===== src/rtl/duty_ramp_ctrl_pkg.sv =====
// Shared types and constants for the duty ramp controller and the PWM path it feeds.
package duty_ramp_ctrl_pkg;

    typedef enum logic [2:0] {
        ST_IDLE,
        ST_RAMP,
        ST_HOLD,
        ST_STOP,
        ST_FAULT
    } state_e;

    localparam int DUTY_W_DEF = 8;
    localparam int PWM_PERIOD = 1 << DUTY_W_DEF;

endpackage


===== src/rtl/duty_ramp_ctrl_tick_prescaler.sv =====
// Divides clk down to a single-cycle ramp tick; the count is held at zero while run is low.
module tick_prescaler #(
    parameter int DIV = 50000
) (
    input  logic clk,
    input  logic rst_n,
    input  logic run,
    output logic tick
);

    localparam int              CW   = (DIV > 1) ? $clog2(DIV) : 1;
    localparam logic [CW-1:0]   LAST = CW'(DIV - 1);

    logic [CW-1:0] r_cnt;

    always_ff @(posedge clk or negedge rst_n) begin
        if (!rst_n) begin
            r_cnt <= '0;
        end else if (!run || r_cnt == LAST) begin
            r_cnt <= '0;
        end else begin
            r_cnt <= r_cnt + CW'(1);
        end
    end

    assign tick = run && (r_cnt == LAST);

endmodule


===== src/rtl/duty_ramp_ctrl.sv =====
// Soft-start / slew controller: moves the PWM duty toward a commanded target one STEP per tick,
// ramps to zero on disable and drops to zero at once on a fault.
module duty_ramp_ctrl
    import duty_ramp_ctrl_pkg::*;
#(
    parameter int DUTY_W   = DUTY_W_DEF,
    parameter int TICK_DIV = 50000,
    parameter int STEP     = 1
) (
    input  logic              clk,
    input  logic              rst_n,
    input  logic              enable_req,
    input  logic              cmd_valid,
    input  logic [DUTY_W-1:0] cmd_duty,
    output logic              cmd_ready,
    input  logic              fault,
    input  logic              clear_fault,
    output logic [DUTY_W-1:0] duty,
    output logic              pwm_en,
    output logic              at_target,
    output logic              fault_latched,
    output state_e            dbg_state
);

    localparam logic [DUTY_W:0]   STEP_W = (DUTY_W + 1)'(STEP);
    localparam logic [DUTY_W-1:0] STEP_D = DUTY_W'(STEP);

    state_e            r_state;
    logic [DUTY_W-1:0] r_target;
    logic [DUTY_W-1:0] r_duty;
    logic              r_pwm_en;
    logic              r_at_target;
    logic              r_fault_latched;

    logic              w_run;
    logic              w_tick;
    logic              w_accept;
    logic [DUTY_W-1:0] w_step_target;
    logic [DUTY_W-1:0] w_step_zero;

    // One step from cur toward goal; lands exactly on goal when within STEP, so it never overshoots or wraps.
    function automatic logic [DUTY_W-1:0] step_toward(input logic [DUTY_W-1:0] cur,
                                                      input logic [DUTY_W-1:0] goal);
        logic signed [DUTY_W:0] diff;
        logic [DUTY_W:0]        mag;
        diff = $signed({1'b0, goal}) - $signed({1'b0, cur});
        mag  = diff[DUTY_W] ? $unsigned(-diff) : $unsigned(diff);
        if (mag <= STEP_W) begin
            step_toward = goal;
        end else if (diff[DUTY_W]) begin
            step_toward = cur - STEP_D;
        end else begin
            step_toward = cur + STEP_D;
        end
    endfunction

    // Handshake: a command transfers on any cycle with cmd_valid && cmd_ready; cmd_ready depends only
    // on state and the live fault input, never on cmd_valid. The new target is seen from the next cycle.
    assign cmd_ready = (r_state != ST_FAULT) && !fault;
    assign w_accept  = cmd_valid && cmd_ready;

    assign w_run         = (r_state == ST_RAMP) || (r_state == ST_STOP);
    assign w_step_target = step_toward(r_duty, r_target);
    assign w_step_zero   = step_toward(r_duty, '0);

    tick_prescaler #(.DIV(TICK_DIV)) u_tick (
        .clk   (clk),
        .rst_n (rst_n),
        .run   (w_run),
        .tick  (w_tick)
    );

    always_ff @(posedge clk or negedge rst_n) begin
        if (!rst_n) begin
            r_target <= '0;
        end else if (w_accept) begin
            r_target <= cmd_duty;
        end
    end

    always_ff @(posedge clk or negedge rst_n) begin
        if (!rst_n) begin
            r_state         <= ST_IDLE;
            r_duty          <= '0;
            r_pwm_en        <= 1'b0;
            r_at_target     <= 1'b0;
            r_fault_latched <= 1'b0;
        end else if (fault) begin
            r_state         <= ST_FAULT;
            r_duty          <= '0;
            r_pwm_en        <= 1'b0;
            r_at_target     <= 1'b0;
            r_fault_latched <= 1'b1;
        end else begin
            case (r_state)
                ST_IDLE: begin
                    if (enable_req && r_target != '0) begin
                        r_state  <= ST_RAMP;
                        r_pwm_en <= 1'b1;
                    end
                end
                ST_RAMP: begin
                    if (!enable_req) begin
                        r_state <= ST_STOP;
                    end else if (w_tick) begin
                        r_duty <= w_step_target;
                        if (w_step_target == r_target) begin
                            r_state     <= ST_HOLD;
                            r_at_target <= 1'b1;
                        end
                    end
                end
                ST_HOLD: begin
                    if (!enable_req) begin
                        r_state     <= ST_STOP;
                        r_at_target <= 1'b0;
                    end else if (r_target != r_duty) begin
                        r_state     <= ST_RAMP;
                        r_at_target <= 1'b0;
                    end
                end
                ST_STOP: begin
                    if (enable_req) begin
                        r_state <= ST_RAMP;
                    end else if (r_duty == '0) begin
                        r_state  <= ST_IDLE;
                        r_pwm_en <= 1'b0;
                    end else if (w_tick) begin
                        r_duty <= w_step_zero;
                    end
                end
                ST_FAULT: begin
                    if (clear_fault) begin
                        r_state         <= ST_IDLE;
                        r_fault_latched <= 1'b0;
                    end
                end
                default: begin
                    r_state  <= ST_IDLE;
                    r_duty   <= '0;
                    r_pwm_en <= 1'b0;
                end
            endcase
        end
    end

    assign duty          = r_duty;
    assign pwm_en        = r_pwm_en;
    assign at_target     = r_at_target;
    assign fault_latched = r_fault_latched;
    assign dbg_state     = r_state;

endmodule


===== config.mk =====
export PLATFORM = sky130hd
export DESIGN_NAME = duty_ramp_ctrl
export DESIGN_NICKNAME = d
export VERILOG_FILES = /design/src/rtl/duty_ramp_ctrl_pkg.sv /design/src/rtl/duty_ramp_ctrl_tick_prescaler.sv /design/src/rtl/duty_ramp_ctrl.sv
export SDC_FILE = /design/constraint.sdc
export NUM_CORES = 1
export LEC_CHECK = 0
export ABC_AREA = 1
export BUFFER_PORTS_ARGS = -buffer_cell sky130_fd_sc_hd__buf_2
export CAP_MARGIN = 10
export CORE_ASPECT_RATIO = 0.7
export CORE_MARGIN = 3
export CORE_UTILIZATION = 35
export DETAILED_ROUTE_END_ITERATION = 8
export PLACE_DENSITY_LB_ADDON = 0.2
export SYNTH_ARGS = -nofsm -noshare
export SYNTH_HDL_FRONTEND = slang
export SYNTH_HIERARCHICAL = 1
export SYNTH_SLANG_ARGS = --single-unit

===== constraint.sdc =====
create_clock -name clk -period 3.2 [get_ports clk]
set_input_delay 0.16 -clock clk [delete_from_list [all_inputs] [get_ports clk]]
set_output_delay 0.16 -clock clk [all_outputs]
set_load 0.02 [all_outputs]

Word level (Yosys, flattened, before mapping) --
Index checks and enable logic that the tools add are counted.
Operators by class: equality and inequality tests 23, multiplexer cells 40, $add $sub $neg 7, order comparisons 2, reduce and logical (&&, ||, !) cells 21
Operators with widths (count):
- 2-to-1 mux 8 bit | 10
- 2-to-1 mux 3 bit | 10
- one-hot mux 8 bit (3 select lines) | 1
- <= comparator 9 x 1 -> 1 bit (second input constant) | 2
- 2-to-1 mux 9 bit | 2
- != test 3 bit (second input constant) | 6
- negation 9 bit | 2
- adder 16 x 1 -> 16 bit (second input constant) | 1
- equality test 16 bit (second input constant) | 1
- 2-to-1 mux 16 bit | 1
- one-hot mux 3 bit (5 select lines) | 1
- 2-to-1 mux 1 bit | 13
- != test 3 x 2 -> 1 bit (second input constant) | 4
- != test 4 x 3 -> 1 bit (second input constant) | 3
- AND reduction 6 bit | 2
- subtractor 1 x 8 -> 9 bit (first input constant) | 1
- subtractor 8 x 8 -> 9 bit | 1
- adder 8 x 1 -> 8 bit (second input constant) | 1
- equality test 8 bit | 1
- zero test 8 bit | 1
- != test 8 bit | 1
- nonzero test 8 bit | 1
- subtractor 8 x 1 -> 8 bit (second input constant) | 1
- equality test 3 x 2 -> 1 bit (second input constant) | 2
- 16 further kinds | 24
Storage, ports and cells: register bits after elaboration 38, output and inout bits 15, word-level logic and storage cells 100, bits of input ports 14

Longest topological paths before layout --
depth after elaboration 11, mapped depth 27, mapped depth without buffers 26

Modules after synthesis --
Netlist, hierarchy kept.
Modules (own cells, without submodules):
- duty_ramp_ctrl | cells an instance 420, seq. area each 550.5 µm², instances 1, area an instance 2482.4 µm²
- tick_prescaler | cells an instance 118, seq. area each 400.4 µm², instances 1, area an instance 890.9 µm²

Worst setup path after synthesis --
OpenSTA, ideal clock, no wires.
path type register -> register, start register r_duty[0] (netlist: duty[0]), end register r_state[1] (netlist: dbg_state[1]), data required time 3082 ps, arrival 2903 ps, library setup time 118 ps, stages on the path, launching flop included 26, buffers on the path 1, period minus slack after synthesis 3021 ps, setup slack 179 ps, cells stage by stage dfrtp_1 -> ha_1 -> inv_1 -> fa_1 -> inv_1 -> ha_1 -> inv_1 -> nor2_1 -> nand3_1 -> nor2_1 -> nand2_1 -> nand2_1 -> nand2_1 -> nand2_1 -> nand3_2 -> buf_6 -> nand3b_1 -> nand2_1 -> inv_1 -> nand2_1 -> nor2_1 -> nand2_1 -> nand3_2 -> nand2_1 -> nand2_1 -> nand2_1
On the way: word-level cells in the longest chain between the ends 8, elaborated cells on any way between the ends 15, those cells by class add/sub (4); order compare (1); eq/ne (5); mux (3); reduce/logical (2)
Ends and longest elaborated chain:
- start, declared | line duty_ramp_ctrl.sv:30 | logic [DUTY_W-1:0] r_duty;
- start signal, assigned | line duty_ramp_ctrl.sv:106 | r_duty <= w_step_target;
- start signal, assigned | line duty_ramp_ctrl.sv:129 | r_duty <= w_step_zero;
- subtractor 8 x 8 -> 9 bit | line duty_ramp_ctrl.sv:46 | diff = $signed({1'b0, goal}) - $signed({1'b0, cur});
- negation 9 bit | line duty_ramp_ctrl.sv:47 | mag = diff[DUTY_W] ? $unsigned(-diff) : $unsigned(diff);
- 2-to-1 mux 9 bit | line duty_ramp_ctrl.sv:47
- <= comparator 9 x 1 -> 1 bit | line duty_ramp_ctrl.sv:48 | if (mag <= STEP_W) begin
- 2-to-1 mux 8 bit | line duty_ramp_ctrl.sv:48
- equality test 8 bit | line duty_ramp_ctrl.sv:107 | if (w_step_target == r_target) begin
- != test 4 x 3 -> 1 bit (no line)
- AND reduction 6 bit (no line) (*)
- end signal, assigned | line duty_ramp_ctrl.sv:104 | r_state <= ST_STOP;
- end signal, assigned | line duty_ramp_ctrl.sv:108 | r_state <= ST_HOLD;
- end signal, assigned | line duty_ramp_ctrl.sv:115 | r_state <= ST_STOP;
- end, declared | line duty_ramp_ctrl.sv:28 | state_e r_state;
Every way passes the cells marked *; elsewhere a longest branch is shown, timed or not. A chain may end at the register's enable or synchronous reset.

Worst setup path after layout --
start register r_target[0], end register r_at_target (netlist: at_target)
On the way: word-level cells in the longest chain between the ends 8, elaborated cells on any way between the ends 11, those cells by class add/sub (2); order compare (1); eq/ne (4); mux (3); reduce/logical (1)
Ends and longest elaborated chain:
- start, declared | line duty_ramp_ctrl.sv:29 | logic [DUTY_W-1:0] r_target;
- start signal, assigned | line duty_ramp_ctrl.sv:77 | r_target <= cmd_duty;
- subtractor 8 x 8 -> 9 bit | line duty_ramp_ctrl.sv:46
- negation 9 bit | line duty_ramp_ctrl.sv:47
- 2-to-1 mux 9 bit | line duty_ramp_ctrl.sv:47
- <= comparator 9 x 1 -> 1 bit | line duty_ramp_ctrl.sv:48
- 2-to-1 mux 8 bit | line duty_ramp_ctrl.sv:48
- equality test 8 bit | line duty_ramp_ctrl.sv:107
- != test 3 x 2 -> 1 bit (no line)
- AND reduction 5 bit (no line) (*)
- end signal, assigned | line duty_ramp_ctrl.sv:109 | r_at_target <= 1'b1;
- end signal, assigned | line duty_ramp_ctrl.sv:116 | r_at_target <= 1'b0;
- end signal, assigned | line duty_ramp_ctrl.sv:119 | r_at_target <= 1'b0;
- end, declared | line duty_ramp_ctrl.sv:32 | logic r_at_target;
Marks and branches as above.

==> flow_summary_export.csv <==
group,metric,value,unit
synthesis,syn_avg_cell_area,6.27,sq um
grt,grt_pass1_vias,3203,
floorplanning,row_count,29,
floorplanning,die_area,10900,sq um
clock_tree,clk_latency,0.29,ns
flow_run,maxCapViolCount,0,
drt,drc,0,
cells_and_area,fin_util,0.446,
drt,dr.pass1.iters,5,
timing,finalHoldWorstSlack,-0.00569,ns
setup_path,critPathSlowestCell,"fa_1",
clock_tree,path_clk_slew,0.06,ns
clock_tree,clock_sinks,38,
synthesis,synth_common_cells,"nand2_1 (150), inv_1 (82), nor2_1 (76)",
setup_path,crit_arrival,3.34,ns
setup_path,ff2ff_setup_slack,0.04,ns
clock_tree,cts_buffers,5,
timing,drv_slew,0,
clock_tree,cts_buffer_depth,2,
power,p_sw_frac,0.401,
power,power_density,440,nW/um^2
cells_and_area,syn2layout_area_growth,21.8,%
clock_tree,root_buffer,"clkbuf_16",
setup_path,path_delay_family,"simple AND/OR/NAND/NOR gates",
cells_and_area,drive_above_1_share,0.157,
place,dpl.cell_count,705,
synthesis,synth-seq-cells,38,
clock_tree,htree_levels,2,
timing,final.min_clock_period,3.16,ns
drt,drtIter0Drc,369,
timing,clock.fmax,0.317,GHz
setup_path,critPathMaxFanout,9,
timing,rsz0062_at_grt,"true",
synthesis,ys.flop_type,"dfrtp_1",
status,violations,"hold timing",
synthesis,ys_seq_area_frac,0.282,
setup_path,max_stage_delay,0.47,ns
drt,avgRoutedWirePerCell,14.7,um
timing,final.period_utilization,0.987,
setup_path,startpoint_type,"register",
power,total_power,1.81,mW
drt,vias,3728,
drt,wl,10600,um
synthesis,synth.most_common_cell,"nand2_1",
drt,postRouteAntennaNets,0,
timing,layout_setup_ws,0.0424,ns
clock_tree,cts_hold_buf,0,
drt,via_per_inst,5.20,
place,place_area,3790,sq um
power,power.leakage,2.07,nW
setup_path,cp-end-kind,"register",
cells_and_area,nNetsFinal,620,
synthesis,synth_top_area_frac,0.282,
setup_path,reg2reg_from,"r_target[0]",
floorplanning,ioPinCount,29,
cells_and_area,finalInstanceArea,4110,sq um
synthesis,synthArstFlopShare,1.00,
place,place_congestion,0.923,
power,power.internal,1.08,mW
floorplanning,die_w,123,um
timing,clock-skew-final,0.00367,ns
setup_path,critPathMostFrequentCell,"nand2_1",
power,pwr-share-clk,0.284,
place,post-dp-hpwl,8260,um
setup_path,crit_path_start,"r_target[0]",
hold_path,hp-class,"in2async",
cells_and_area,layout.cells.non_filler,717,
timing,setup_viol,0,
grt,grt_first_pass_wirelength,16900,um
floorplanning,chipHeight,88.1,um
status,outcome,"finished, violations left",
power,seqPwrFrac,0.303,
synthesis,yosys_warnings,6,
place,dpl_worst_slack,0.0483,ns
grt,gr-total-overflow,0,
power,power_switching,0.724,mW
synthesis,synth_area_leaders,"dfrtp_1 (28%), nand2_1 (17%), inv_1 (9.1%)",
place,io_buffers,28,
timing,hold_viol,5,
synthesis,synth_top_cell_by_area,"dfrtp_1",
timing,max_slew_margin,0.405,
grt,grt_max_degree,39,
timing,worstMarginPinSlew,0.892,ns
setup_path,criticalPathCategory,"reg2reg",
setup_path,cp_num_buf_inv,5,
timing,fin_setup_tns,0,ns
synthesis,syn-num-nets,566,
floorplanning,core-area,9220,sq um
synthesis,ys_types,37,
grt,grtUsageTotal,0.201,
synthesis,synth_edf_count,0,
power,pwr-share-comb,0.413,
grt,grt_antenna_before_repair,0,
power,vdd_ir_drop_max,0.219,mV
cells_and_area,antenna_cells,0,
setup_path,required,3.38,ns
clock_tree,tritoncts,"yes",
synthesis,syn_area,3370,sq um
synthesis,syn_inst,538,
floorplanning,start_util,0.366,
[metal layers]
layer,GRT usage,part of all wire,vias to the layer above
met1,0.330,0.52,1713
li1,-,-,1843
met2,0.253,0.36,162
met4,0.0342,0.0062,0
met5,0,0,-
met3,0.0587,0.11,10
[repair_timing]
action	in CTS	in global routing
resized for setup	0	31
setup endpoints to repair	0	10
buffers inserted	0	2
[sequential cells by signal, indices dropped and copies added, names as in the netlist]
name,flops
u_tick/r_cnt,16
duty,8
r_target,8
dbg_state,3
at_target,1
fault_latched,1
pwm_en,1
[cells in the final DEF, fill, tap and decap left out, types with 2 or more instances in the layout]
cell | synthesis | routed
a21oi_1 | 18 | 17
a32oi_1 | 2 | 2
buf_2 | 2 | 28
buf_4 | 1 | 23
clkbuf_16 | 0 | 7
dfrtp_1 | 38 | 37
ha_1 | 13 | 11
ha_4 | 0 | 2
inv_1 | 82 | 79
inv_2 | 1 | 3
nand2_1 | 150 | 144
nand2_2 | 1 | 6
nand2_4 | 1 | 2
nand3_1 | 48 | 43
nand3_2 | 3 | 7
nand3b_1 | 5 | 5
nand4_1 | 17 | 17
nor2_1 | 76 | 73
nor2_2 | 2 | 4
nor3_1 | 4 | 4
nor3_2 | 2 | 2
o211ai_1 | 2 | 2
o21ai_0 | 29 | 25
o21ai_1 | 2 | 5
o22ai_1 | 7 | 7
o31ai_1 | 2 | 2
xnor2_1 | 2 | 2
xor2_1 | 16 | 16
[power groups by stage]
stage | Clock (mW) | Sequential (mW) | Combinational (mW)
6_report | 0.514 | 0.548 | 0.746
3_5_place_dp | 0 | 0.553 | 0.665
5_1_grt | 0.545 | 0.552 | 0.830
2_1_floorplan | 0 | 0.549 | 0.458
4_1_cts | 0.528 | 0.544 | 0.670
3_3_place_gp | 0 | 0.553 | 0.659
[cell families (layout without fill, tap and decap cells)]
group	Yosys count	in the layout	synth area share
adders and majority gates	14	14	0.0542
DFF	38	38	0.282
and+or+nand+nor	310	310	0.397
AOI/OAI and AO/OA	67	67	0.112
buffers and inverters	91	146	0.109
xor gates and xnor gates	18	18	0.0467
[final cells by class]
| type | count | area [sq um] |
|---|---|---|
| Clock buffer | 7 | 143 |
| Clock inverter | 1 | 5.00 |
| Fill cell | 975 | 5110 |
| Inverter | 84 | 318 |
| Multi-Input combinational cell | 409 | 2150 |
| Sequential cell | 38 | 952 |
| Tap cell | 124 | 155 |
| Timing Repair Buffer | 54 | 383 |
[worst register-to-register path, cell delays in order, from the launching register on]
cell	delay, ns
dfrtp_1	0.39
inv_2	0.09
ha_4	0.13
inv_2	0.04
fa_1	0.47
nand2_2	0.11
nand2_2	0.08
nand3_1	0.14
nand2_4	0.11
inv_4	0.12
nand2_1	0.07
nand2_1	0.06
nand3_1	0.12
nor2_4	0.14
nand3_4	0.11
clkbuf_16	0.18
nand3_1	0.06
nand2_1	0.05
inv_1	0.05
nand2_1	0.04
nor2_1	0.10
nand2_1	0.12
nand2_1	0.11
nand3_1	0.07
nand2_1	0.06
nand2_1	0.04
[final timing paths]
| kind | end | depth (start not counted) |
|---|---|---|
| setup / recovery | at_target | 25 |
| hold / removal | u_tick/r_cnt[3] | 1 |
| setup reg to reg | at_target | 25 |
| hold reg to reg | at_target | 2 |
| max in group asynchronous | duty[6] | 1 |
| min in group clk | r_target[7] | 3 |
No activity file was read; power rests on OpenSTA's default activity.
